<file path="config.mk">
export PLATFORM = sky130hd
export DESIGN_NAME = count_bcd_7seg_display
export DESIGN_NICKNAME = d
export VERILOG_FILES = /design/src/rtl/count_disp_pkg.sv /design/src/rtl/bin2bcd_iter.sv /design/src/rtl/count_bcd_7seg_display.sv
export SDC_FILE = /design/constraint.sdc
export NUM_CORES = 1
export LEC_CHECK = 0
export BUFFER_PORTS_ARGS = -buffer_cell sky130_fd_sc_hd__clkbuf_2
export CORE_ASPECT_RATIO = 0.75
export CORE_MARGIN = 10
export CORE_UTILIZATION = 50
export DETAILED_ROUTE_END_ITERATION = 10
export GPL_ROUTABILITY_DRIVEN = 1
export GPL_TIMING_DRIVEN = 0
export PLACE_DENSITY = 0.72
export RECOVER_POWER = 100
export SLEW_MARGIN = 20
export SYNTH_ARGS = -nofsm -noshare
export SYNTH_HDL_FRONTEND = slang
export SYNTH_SLANG_ARGS = --single-unit
export TNS_END_PERCENT = 100
</file>
<file path="constraint.sdc">
create_clock -name clk -period 3.2 [get_ports clk]
set_clock_uncertainty 0.15 [all_clocks]
set_input_delay 0.32 -clock clk [delete_from_list [all_inputs] [get_ports clk]]
set_output_delay 0.32 -clock clk [all_outputs]
set_load 0.005 [all_outputs]
</file>
<file path="src/rtl/count_disp_pkg.sv">
// Shared types and 7-segment helpers for the count-to-display path.
package count_disp_pkg;

    typedef enum logic [1:0] {
        IDLE  = 2'd0,
        SHIFT = 2'd1,
        DONE  = 2'd2
    } conv_state_t;

    // Segment patterns ordered {g,f,e,d,c,b,a}, active-high.
    localparam logic [6:0] SEG_0     = 7'b0111111;
    localparam logic [6:0] SEG_1     = 7'b0000110;
    localparam logic [6:0] SEG_2     = 7'b1011011;
    localparam logic [6:0] SEG_3     = 7'b1001111;
    localparam logic [6:0] SEG_4     = 7'b1100110;
    localparam logic [6:0] SEG_5     = 7'b1101101;
    localparam logic [6:0] SEG_6     = 7'b1111101;
    localparam logic [6:0] SEG_7     = 7'b0000111;
    localparam logic [6:0] SEG_8     = 7'b1111111;
    localparam logic [6:0] SEG_9     = 7'b1101111;
    localparam logic [6:0] SEG_DASH  = 7'b1000000;
    localparam logic [6:0] SEG_BLANK = 7'b0000000;

    // Nibble to segment pattern; non-decimal nibbles show nothing.
    function automatic logic [6:0] seg_decode(input logic [3:0] nib);
        logic [6:0] pat;
        case (nib)
            4'd0:    pat = SEG_0;
            4'd1:    pat = SEG_1;
            4'd2:    pat = SEG_2;
            4'd3:    pat = SEG_3;
            4'd4:    pat = SEG_4;
            4'd5:    pat = SEG_5;
            4'd6:    pat = SEG_6;
            4'd7:    pat = SEG_7;
            4'd8:    pat = SEG_8;
            4'd9:    pat = SEG_9;
            default: pat = SEG_BLANK;
        endcase
        return pat;
    endfunction

endpackage

</file>
<file path="src/rtl/bin2bcd_iter.sv">
// Iterative double-dabble converter with a single-entry pending slot so
// loads arriving mid-conversion are queued (last one wins).
module bin2bcd_iter #(
    parameter int WIDTH  = 10,
    parameter int DIGITS = 4
) (
    input  logic                  clk,
    input  logic                  rst_n,
    input  logic [WIDTH-1:0]      count_in,
    input  logic                  load,
    output logic                  busy,
    output logic                  bcd_valid,
    output logic [4*DIGITS-1:0]   bcd_out,
    output logic                  overflow
);
    import count_disp_pkg::*;

    localparam int BCD_W = 4 * DIGITS;
    localparam int TOT_W = BCD_W + WIDTH;
    localparam int CNT_W = $clog2(WIDTH + 1);

    conv_state_t         state_r,    state_s;
    logic [TOT_W-1:0]    sreg_r,     sreg_s;
    logic [CNT_W-1:0]    bit_cnt_r,  bit_cnt_s;
    logic                ovf_acc_r,  ovf_acc_s;
    logic                pend_r,     pend_s;
    logic [WIDTH-1:0]    pend_val_r, pend_val_s;
    logic                busy_r,     busy_s;
    logic                valid_r,    valid_s;
    logic [BCD_W-1:0]    bcd_r,      bcd_s;
    logic                ovf_r,      ovf_s;

    logic [TOT_W-1:0]    corr_s;
    logic [TOT_W-1:0]    shifted_s;
    logic                shout_s;

    // One double-dabble step: add 3 to nibbles >= 5, then shift left.
    always_comb begin
        corr_s = sreg_r;
        for (int i = 0; i < DIGITS; i++) begin
            if (sreg_r[WIDTH+4*i +: 4] >= 4'd5) begin
                corr_s[WIDTH+4*i +: 4] = sreg_r[WIDTH+4*i +: 4] + 4'd3;
            end else begin
                corr_s[WIDTH+4*i +: 4] = sreg_r[WIDTH+4*i +: 4];
            end
        end
        shifted_s = {corr_s[TOT_W-2:0], 1'b0};
        shout_s   = corr_s[TOT_W-1];
    end

    // Next-state and datapath control for the conversion FSM.
    always_comb begin
        state_s    = state_r;
        sreg_s     = sreg_r;
        bit_cnt_s  = bit_cnt_r;
        ovf_acc_s  = ovf_acc_r;
        pend_s     = pend_r;
        pend_val_s = pend_val_r;
        valid_s    = 1'b0;
        bcd_s      = bcd_r;
        ovf_s      = ovf_r;
        case (state_r)
            IDLE: begin
                if (load) begin
                    sreg_s    = {{BCD_W{1'b0}}, count_in};
                    bit_cnt_s = CNT_W'(WIDTH);
                    ovf_acc_s = 1'b0;
                    state_s   = SHIFT;
                end else begin
                    state_s   = IDLE;
                end
            end
            SHIFT: begin
                sreg_s    = shifted_s;
                ovf_acc_s = ovf_acc_r | shout_s;
                bit_cnt_s = bit_cnt_r - CNT_W'(1);
                if (bit_cnt_r == CNT_W'(1)) begin
                    state_s = DONE;
                end else begin
                    state_s = SHIFT;
                end
                if (load) begin
                    pend_s     = 1'b1;
                    pend_val_s = count_in;
                end else begin
                    pend_s     = pend_r;
                end
            end
            DONE: begin
                valid_s = 1'b1;
                bcd_s   = sreg_r[TOT_W-1 -: BCD_W];
                ovf_s   = ovf_acc_r;
                if (load || pend_r) begin
                    // A load landing in this cycle is newer than the slot.
                    sreg_s    = {{BCD_W{1'b0}}, (load ? count_in : pend_val_r)};
                    pend_s    = 1'b0;
                    bit_cnt_s = CNT_W'(WIDTH);
                    ovf_acc_s = 1'b0;
                    state_s   = SHIFT;
                end else begin
                    state_s   = IDLE;
                end
            end
            default: begin
                state_s = IDLE;
            end
        endcase
        busy_s = (state_s != IDLE);
    end

    // State and output registers; rst_n is an active-high async clear.
    always_ff @(posedge clk or posedge rst_n) begin
        if (rst_n) begin
            state_r    <= IDLE;
            sreg_r     <= {TOT_W{1'b0}};
            bit_cnt_r  <= {CNT_W{1'b0}};
            ovf_acc_r  <= 1'b0;
            pend_r     <= 1'b0;
            pend_val_r <= {WIDTH{1'b0}};
            busy_r     <= 1'b0;
            valid_r    <= 1'b0;
            bcd_r      <= {BCD_W{1'b0}};
            ovf_r      <= 1'b0;
        end else begin
            state_r    <= state_s;
            sreg_r     <= sreg_s;
            bit_cnt_r  <= bit_cnt_s;
            ovf_acc_r  <= ovf_acc_s;
            pend_r     <= pend_s;
            pend_val_r <= pend_val_s;
            busy_r     <= busy_s;
            valid_r    <= valid_s;
            bcd_r      <= bcd_s;
            ovf_r      <= ovf_s;
        end
    end

    assign busy      = busy_r;
    assign bcd_valid = valid_r;
    assign bcd_out   = bcd_r;
    assign overflow  = ovf_r;

endmodule

</file>
<file path="src/rtl/count_bcd_7seg_display.sv">
// Binary count to multiplexed 7-segment display: BCD conversion plus
// refresh scan, leading-zero blanking and overflow dash.
module count_bcd_7seg_display #(
    parameter int WIDTH       = 10,
    parameter int DIGITS      = 4,
    parameter int REFRESH_DIV = 1000,
    parameter int BLANK_LZ    = 1
) (
    input  logic                  clk,
    input  logic                  rst_n,
    input  logic [WIDTH-1:0]      count_in,
    input  logic                  load,
    output logic                  busy,
    output logic                  bcd_valid,
    output logic [4*DIGITS-1:0]   bcd_out,
    output logic                  overflow,
    output logic [6:0]            seg,
    output logic [DIGITS-1:0]     digit_sel
);
    import count_disp_pkg::*;

    localparam int RC_W  = (REFRESH_DIV > 1) ? $clog2(REFRESH_DIV) : 1;
    localparam int IDX_W = (DIGITS > 1) ? $clog2(DIGITS) : 1;
    localparam logic [DIGITS-1:0] SEL_ONE = DIGITS'(1);

    logic [RC_W-1:0]   ref_cnt_r, ref_cnt_s;
    logic [IDX_W-1:0]  idx_r,     idx_s;
    logic [6:0]        seg_r,     seg_s;
    logic [DIGITS-1:0] sel_r,     sel_s;
    logic [3:0]        nib_s;
    logic              upper_nz_s;

    bin2bcd_iter #(
        .WIDTH  (WIDTH),
        .DIGITS (DIGITS)
    ) u_bin2bcd (
        .clk       (clk),
        .rst_n     (rst_n),
        .count_in  (count_in),
        .load      (load),
        .busy      (busy),
        .bcd_valid (bcd_valid),
        .bcd_out   (bcd_out),
        .overflow  (overflow)
    );

    // Refresh divider and digit index advance.
    always_comb begin
        if (ref_cnt_r == RC_W'(REFRESH_DIV - 1)) begin
            ref_cnt_s = RC_W'(0);
            if (idx_r == IDX_W'(DIGITS - 1)) begin
                idx_s = IDX_W'(0);
            end else begin
                idx_s = idx_r + IDX_W'(1);
            end
        end else begin
            ref_cnt_s = ref_cnt_r + RC_W'(1);
            idx_s     = idx_r;
        end
    end

    // Pick the active nibble and see whether it or any higher digit is nonzero.
    always_comb begin
        nib_s      = 4'd0;
        upper_nz_s = 1'b0;
        for (int i = 0; i < DIGITS; i++) begin
            if (int'(idx_r) == i) begin
                nib_s = bcd_out[4*i +: 4];
            end else begin
                nib_s = nib_s;
            end
            if ((i >= int'(idx_r)) && (bcd_out[4*i +: 4] != 4'd0)) begin
                upper_nz_s = 1'b1;
            end else begin
                upper_nz_s = upper_nz_s;
            end
        end
    end

    // Segment pattern: overflow dash beats blanking beats the digit itself.
    always_comb begin
        sel_s = SEL_ONE << idx_r;
        if (overflow) begin
            seg_s = SEG_DASH;
        end else if ((BLANK_LZ != 0) && (idx_r != IDX_W'(0)) && !upper_nz_s) begin
            seg_s = SEG_BLANK;
        end else begin
            seg_s = seg_decode(nib_s);
        end
    end

    // Scan registers and registered display outputs.
    always_ff @(posedge clk or posedge rst_n) begin
        if (rst_n) begin
            ref_cnt_r <= {RC_W{1'b0}};
            idx_r     <= {IDX_W{1'b0}};
            seg_r     <= 7'b0000000;
            sel_r     <= {DIGITS{1'b0}};
        end else begin
            ref_cnt_r <= ref_cnt_s;
            idx_r     <= idx_s;
            seg_r     <= seg_s;
            sel_r     <= sel_s;
        end
    end

    assign seg       = seg_r;
    assign digit_sel = sel_r;

endmodule

</file>
==> run summary, run 1 <==
- complete, but fails checks — outcome
- capacitance limit, slew limit — violations in the final reports
- 41 — Port-buffer cells
- 101 um — height of the die
- 86 — TritonCTS Sinks
- 1.50 ns — worst slew pin tran
- seg[6] — Reg-to-Reg End
- 420 — number of standard cells after synthesis
- 374 MHz — Peak Freq
- 0.34 ns — clock latency on the worst-skew pair
- flip-flop — Critical Path End Type
- 717 — number of fill cells in the layout
- 3334 — count of vias placed by the detailed router
- 15.7% — global-route usage over all layers
- count_in[5] — critical hold path startpoint
- 2 — buffer depth of the longest clock path
- compound AO/OA/AOI/OAI gates — main combinational cell family by area after synthesis
- 0 — CTS-repair resized insts
- 7010 um — sum of net half-perimeters after detailed placement
- 0 — number of warnings printed during yosys synthesis
- 33.5% — fraction of power consumed by the clock network
- sky130_fd_sc_hd__dfrtp_1 — most used flip-flop cell after synthesis
- 83.5% — final critical-path share of the clock period
- sky130_fd_sc_hd__o311ai_1 — slowest CP cell
- 5.68 — DR vias/cell
- yes — TritonCTS clock tree
- 17.0 um — WL/cell
- 9960 um — overall routed net length
- 13000 um^2 — floorplan die area
- 0 — number of enable-type register cells in the synthesized netlist
- 0.06 ns — clock slew seen by the registers of the worst setup and hold paths
- 3.33 ns — Req. time, crit path
- 0.827 — RD Place Congestion
- 9 — number of cells on the worst reg-to-reg path
- -0.840% — relative slew slack
- 10.3% — multiplexer share of the synthesized area
- 56 — maximum number of pins on one net before global-route repair
- 7.14% — adder and majority cell fraction of the synthesized area
- 0 — GRT Residual Overflow
- 5070 um^2 — Non-Filler Cell Area, Final
- 32 — Max Transition Viols Final
- 14.6% — share of the synthesized area in compound gates (AO/OA/AOI/OAI)
- 38.9% — sequential group share of total power
- 15.6% — Area growth syn-to-layout
- 53 — synth unique cells
- sky130_fd_sc_hd__dfrtp_1 (49%), sky130_fd_sc_hd__mux2_2 (8.7%), sky130_fd_sc_hd__ha_1 (7.1%), sky130_fd_sc_hd__o21ai_0 (4.3%), sky130_fd_sc_hd__nand2_1 (3.9%) — dominant cells by area after synthesis
- inv_1, ha_1, inv_1, o311ai_1, inv_1, ha_1, o21a_1, o21ai_0, a31o_2 — cell-by-cell trace of the critical path
- 570 — number of cells after detailed placement
- u_bin2bcd.pend_val_r[5] — worst hold path endpoint
- compound AO/OA/AOI/OAI gates — family of cells with the greatest summed delay on the critical path
- 2.40% — area share of xor/xnor cells in the synthesized design
- 49.1% — sequential-to-total area share from yosys stat
- 3 — CP bufs+invs
- 0 — initial antenna violation count
- 2150 um^2 — area taken by flip-flops and latches
- 2.67 ns — shortest clock period the worst path allows after layout
- 128 um — floorplan die width
- 4750 um^2 — Placed Instance Area
- 4380 um^2 — post-synthesis instance area
- 1 — max capacitance violation total
- 12.8% — Simple-Gate Fraction of Synth Area
- idx_r[0] — Reg-to-Reg Start
- 0.394 mV — peak ir drop on the vdd network
- 281 — number of DRC violations after detailed-routing iteration 0
- 0.330 ns — worst setup timing slack at the placement stage
- 8490 um^2 — Core Footprint
- 0 — number of DRC violations after detailed routing
- no — unrepaired setup endpoints after global routing
- 86 — Seq cells post-synth
- 2 — number of stages on the worst hold path
- 0 ns — summed negative setup slack over all endpoints
- 9 — number of clock buffers inserted by TritonCTS
- 59.7% — final cell utilization of the core
- 16.1% — ratio of cells with drive above 1 in the final layout
- 51.6% — initial cell density of the core
- 31.8% — Sw Share
- sky130_fd_sc_hd__inv_1 — CP most frequent cell
- sky130_fd_sc_hd__clkbuf_16 — clock root buffer
- in -> reg — Tightest Hold Check Type
- 2060 um^2 — footprint of the multi-input gates
- 5 — number of detailed-routing iterations run before antenna repair
- sky130_fd_sc_hd__dfrtp_1 — largest area contributor in the synthesized netlist
- 2.80 ns — critical path data arrival time
- 0.00253 W — cell internal power dissipation
- 43 — I/O pin cnt
- 27.6% — portion of total power attributed to combinational logic
- 3 — CTS H-tree lvls
- 0.69 ns — stage delay of the slowest cell on the critical path
- 49.1% — top cell type's share of synthesized area
- reg -> reg — class of the most critical setup path
- 0.53 ns — flop2flop setup slack
- 29 — num rows
- 2.26 nW — leakage power of the design
- 10.4 um^2 — syn_area_per_cell
- 6 — Max Fanout on Critical Path
- 0.529 ns — setup ws final
- 0 — count of final setup violators
- 3302 — via count of the first global-routing pass
- 100% — async set-or-reset flop fraction in the synthesized netlist
- 0.00118 W — switching power total
- 0 — Final Hold Violating Endpoints
- flip-flop — kind of start point of the critical path
- 733 nW/um^2 — power density of the placed cells
- 0 — setup bufs post-CTS
- 458 — post-synth net total
- 512 — post-layout net count
- 0 — antenna viol nets, final
- 587 — final cell count without fillers
- 16500 um — global-route wire length before repair
- 0 — antenna diode count
[logic make-up after synthesis]
logic type                 after synthesis
AOI/OAI and AO/OA                      101
and+or+nand+nor                        116
DFF                                     86
xor gates and xnor gates                12
buffers and inverters                   40
muxes                                   40
adders and majority gates               25
[cell type report]
type,instances,share of cell area (%)
well taps,108,2.67
flip-flops and latches,86,42.5
multi-input cells,294,40.7
inverters,23,1.73
plain buffers,17,1.38
clock inverters,5,2.07
clock buffers,11,4.99
repair buffers,43,4.05
[power by group through the flow]
stage | Clock, W | Sequential, W | Combinational [W]
floorplan | 0 | 0.00143 | 0.000750
global placement | 0 | 0.00145 | 0.000982
detailed placement | 0 | 0.00146 | 0.00103
CTS | 0.00126 | 0.00144 | 0.00104
global route | 0.00130 | 0.00148 | 0.00118
finish | 0.00124 | 0.00145 | 0.00102
[registers in the layout, summed over array words and instances, names as in the netlist]
register and flops:
u_bin2bcd.sreg_r 26, u_bin2bcd.bcd_out 16, ref_cnt_r 10, u_bin2bcd.pend_val_r 10, seg 7, digit_sel 4, u_bin2bcd.bit_cnt_r 4, idx_r 2
u_bin2bcd.state_r 2, u_bin2bcd.bcd_valid 1, u_bin2bcd.busy 1, u_bin2bcd.overflow 1, u_bin2bcd.ovf_acc_r 1, u_bin2bcd.pend_r 1
[cell usage in the layout (no fill, tap or decap), drive strengths merged, types with 4 or more instances in the layout]
cell,count
nand3,7
nand2,48
nor2b,4
dfrtp,86
a21oi,21
clkbuf,64
a22oi,9
nor3,5
mux2,36
xor2,4
buf,6
mux2i,4
nor2,28
o21ai,39
nand2b,7
xnor2,8
o22ai,7
nor3b,5
inv,22
ha,25
[worst max-delay path by stage]
| stage | from | to | slack (ns) | cells past startpoint |
|---|---|---|---|---|
| final | idx_r[0] | seg[6] | 0.53 | 9 |
| after global routing | idx_r[0] | seg[3] | 0.34 | 9 |
| after CTS | idx_r[0] | seg[6] | 0.27 | 9 |
| after detailed placement | idx_r[0] | seg[6] | 0.33 | 9 |
| after global placement | rst_n | u_bin2bcd.bcd_out[1] | -0.55 | 2 |
| after floorplan | rst_n | digit_sel[0] | 0.51 | 1 |
[synthesized netlist by cell type, drive strengths merged, types with 2 or more instances]
library cell and n:
nand2 48, and2b 2, nor4 2, o31ai 3, o32ai 2, xor2 4, ha 25, nand3 7
nand2b 7, o21ai 39, buf 9, inv 23, nor3 5, o311ai 2, a22oi 9, nor2 28
o211ai 2, mux2i 4, a32o 3, nor2b 4, mux2 36, nor3b 5, o22ai 7, xnor2 8
dfrtp 86, nand3b 3, a21oi 21, clkbuf 8
[layer usage]
metal	vias to the layer above	track usage (%)	part of all wire, %
met5	-	0	0
met4	0	5.61	1.4
met3	12	4.42	5.2
met2	78	23.6	46
met1	1659	21.2	48
li1	1585	-	-
[stage by stage]
step	power, W	hold WS [ns]
2_1_floorplan	0.00218	0.283
6_report	0.00371	0.0878
3_3_place_gp	0.00243	0.295
3_5_place_dp	0.00249	0.205
4_1_cts	0.00374	0.0790
5_1_grt	0.00395	0.0920
[repair_timing]
action                                  CTS  global route
hold endpoints to repair                 31             0
hold buffers                              1             0
endpoints found under the setup margin    0             0
No activity file was read; power rests on OpenSTA's default activity.
==> run 2: changes to the inputs <==
- ABC_AREA: default -> 1
- PLACE_DENSITY: 0.72 -> 0.75
- clock period: 3.2 -> 2.3 ns (I/O delays scaled with it)
==> run summary, run 2 <==
- flip-flop — kind of start point of the critical path
- sky130_fd_sc_hd__dfrtp_1 — most used flip-flop cell after synthesis
- 8.61 um^2 — syn_area_per_cell
- 0.44 ns — stage delay of the slowest cell on the critical path
- 13200 um^2 — floorplan die area
- 0 — Final Hold Violating Endpoints
- sky130_fd_sc_hd__nand2_1 (109), sky130_fd_sc_hd__dfrtp_1 (84), sky130_fd_sc_hd__o21ai_0 (76) — commonest cells after routing, fill and taps aside
- 34 — synth unique cells
- sky130_fd_sc_hd__dfrtp_1 — largest area contributor in the synthesized netlist
- 459 MHz — Peak Freq
- 0 — max capacitance violation total
- 1060 nW/um^2 — power density of the placed cells
- 8600 um^2 — Core Footprint
- 2.44 nW — leakage power of the design
- complete, no violations — outcome
- 102 um — height of the die
- 10700 um — overall routed net length
- sky130_fd_sc_hd__nand2_1 (110), sky130_fd_sc_hd__dfrtp_1 (86), sky130_fd_sc_hd__o21ai_0 (77) — commonest cells in the netlist
- 14.6% — Area growth syn-to-layout
- sky130_fd_sc_hd__dfrtp_1 (48%), sky130_fd_sc_hd__nand2_1 (9.2%), sky130_fd_sc_hd__o21ai_0 (8.6%), sky130_fd_sc_hd__ha_1 (7.0%), sky130_fd_sc_hd__inv_1 (6.2%) — dominant cells by area after synthesis
- 0.877 — RD Place Congestion
- 0.0849 ns — hold_ws
- seg[3] — Reg-to-Reg End
- 42 — Port-buffer cells
- flip-flop — Critical Path End Type
- sky130_fd_sc_hd__nand2_1 — most common cell after layout, fill and taps aside
- 0 — number of enable-type register cells in the synthesized netlist
- 520 — number of standard cells after synthesis
- 86 — TritonCTS Sinks
- inv_2, ha_4, inv_1, o21ai_1, nand3_1, a21oi_2, inv_1, ha_1, nor2_1, nor2_1, nor2_1 — cell-by-cell trace of the critical path
- 18000 um — global-route wire length before repair
- 0 — antenna diode count
- 5 — number of detailed-routing iterations run before antenna repair
- 15.5 um — WL/cell
- 0 ns — summed negative setup slack over all endpoints
- yes — TritonCTS clock tree
- 0 — number of DRC violations after detailed routing
- 16.7% — global-route usage over all layers
- 48.1% — top cell type's share of synthesized area
- 3745 — count of vias placed by the detailed router
- 0.06 ns — clock slew seen by the registers of the worst setup and hold paths
- 0 — antenna viol nets, final
- 1.31 ns — worst slew pin tran
- u_bin2bcd.sreg_r[7] — worst hold path endpoint
- 100% — async set-or-reset flop fraction in the synthesized netlist
- 2.18 ns — shortest clock period the worst path allows after layout
- 2.41 ns — Req. time, crit path
- 672 — number of cells after detailed placement
- 4480 um^2 — post-synthesis instance area
- 43 — I/O pin cnt
- 0.12 ns — flop2flop setup slack
- -0.140 ns — worst setup timing slack at the placement stage
- 558 — post-synth net total
- 7700 um — sum of net half-perimeters after detailed placement
- 5.43 — DR vias/cell
- 615 — post-layout net count
- 2.29 ns — critical path data arrival time
- 52.0% — initial cell density of the core
- 2 — buffer depth of the longest clock path
- 9 — number of clock buffers inserted by TritonCTS
- reg -> reg — class of the most critical setup path
- 29 — num rows
- 0 — GRT Residual Overflow
- 94.8% — final critical-path share of the clock period
- 26 — max reg flops
- sky130_fd_sc_hd__nand2_1 — cell with the most instances after synthesis
- sky130_fd_sc_hd__dfrtp_2 — slowest CP cell
- 48.1% — sequential-to-total area share from yosys stat
- 3 — CTS H-tree lvls
- 86 — Seq cells post-synth
- sky130_fd_sc_hd__nor2_1 — CP most frequent cell
- no — unrepaired setup endpoints after global routing
- 5 — number of stages on the worst hold path
- in -> reg — Tightest Hold Check Type
- count_in[7] — critical hold path startpoint
- 3626 — via count of the first global-routing pass
- 0 — number of warnings printed during yosys synthesis
- 0.416 mV — peak ir drop on the vdd network
- idx_r[1] — Reg-to-Reg Start
- 690 — final cell count without fillers
- 449 — number of DRC violations after detailed-routing iteration 0
- 32 — maximum number of pins on one net before global-route repair
- 13.1% — ratio of cells with drive above 1 in the final layout
- u_bin2bcd.sreg_r — largest register by flop count
- 12.3% — relative slew slack
- sky130_fd_sc_hd__clkbuf_16 — clock root buffer
- 0.33 ns — clock latency on the worst-skew pair
- 11 — number of cells on the worst reg-to-reg path
- 0.00542 W — power consumption
- 0 — count of final setup violators
- 129 um — floorplan die width
- 0 — initial antenna violation count
- 0.120 ns — setup ws final
- 0 — Max Transition Viols Final
- 5 — Max Fanout on Critical Path
-- run 2: cell count changes after synthesis, moves of 7 or more --
cell	previous run	this run
sky130_fd_sc_hd__o221ai_1	1	9
sky130_fd_sc_hd__o21ai_0	38	77
sky130_fd_sc_hd__or2_2	0	9
sky130_fd_sc_hd__inv_1	23	74
sky130_fd_sc_hd__o22ai_2	0	10
sky130_fd_sc_hd__nand3_1	7	19
sky130_fd_sc_hd__mux2_2	34	0
sky130_fd_sc_hd__a22oi_1	9	0
sky130_fd_sc_hd__nand2_1	46	110
sky130_fd_sc_hd__xnor2_1	8	0
sky130_fd_sc_hd__nor2_1	27	34
sky130_fd_sc_hd__nand2b_1	7	0
-- run 2: where the power goes --
group | leakage, nW | internal (W) | switching [W]
Clock | 0.166 | 0.00104 | 0.000557
Combinational | 1.18 | 0.000634 | 0.00114
Sequential | 1.09 | 0.00186 | 0.000186
Total | 2.44 | 0.00353 | 0.00189
-- run 2: final cells by class --
type                            count  area, um^2
Timing Repair Buffer               46         229
Clock buffer                       13         270
Tap cell                          108         135
Fill cell                         741        3470
Inverter                           79         299
Buffer                             13        62.6
Clock inverter                      3        65.1
Multi-Input combinational cell    342        1910
Sequential cell                    86        2150
-- run 2: repair_timing --
item,in CTS,in global routing
resized for setup,4,9
setup endpoints to repair,7,7
hold endpoints to repair,28,0
setup buffers,1,0
pin swaps,1,0
hold buffers,1,0
-- run 2: kinds of logic after synthesis --
group	count (synthesis)	synth area share (%)
AND/OR/NAND/NOR	189	18.5
AO/OA/AOI/OAI	123	17.2
buffers and inverters	92	8.30
flip-flops	86	48.1
adder cells (fa/ha/maj)	25	6.99
XOR/XNOR	4	0.783
multiplexers	1	0.224
-- run 2: per-layer routing --
layer | part of all wire (%) | global-route usage (%) | up-vias
met4 | 0.73 | 3.31 | 0
met5 | 0 | 0 | -
met3 | 5.4 | 4.14 | 10
li1 | - | - | 1807
met2 | 48 | 27.9 | 114
met1 | 46 | 21.8 | 1814
-- run 2: stage by stage --
step	utilization [%]	area, um^2
6_report	59.6	5130
5_1_grt	59.6	5130
4_1_cts	60.9	5240
3_5_place_dp	56.6	4860
3_3_place_gp	56.1	4820
2_1_floorplan	-	4480
-- run 2: how the worst max path moves through the flow --
stage	from	to	slack (ns)
floorplan	idx_r[0]	seg[3]	0.17
global placement	idx_r[0]	seg[3]	-0.12
detailed placement	idx_r[0]	seg[4]	-0.14
CTS	idx_r[1]	seg[3]	0.01
global route	idx_r[0]	seg[6]	0.007
finish	idx_r[1]	seg[3]	0.12
-- run 2: critical path, delay by kind of cell, from the launching register on --
| kind | cells | cell delay (ns) |
|---|---|---|
| buffers and inverters | 3 | 0.30 |
| flip-flops | 1 | 0.44 |
| adder cells (fa/ha/maj) | 2 | 0.49 |
| AO/OA/AOI/OAI | 2 | 0.32 |
| AND/OR/NAND/NOR | 4 | 0.40 |
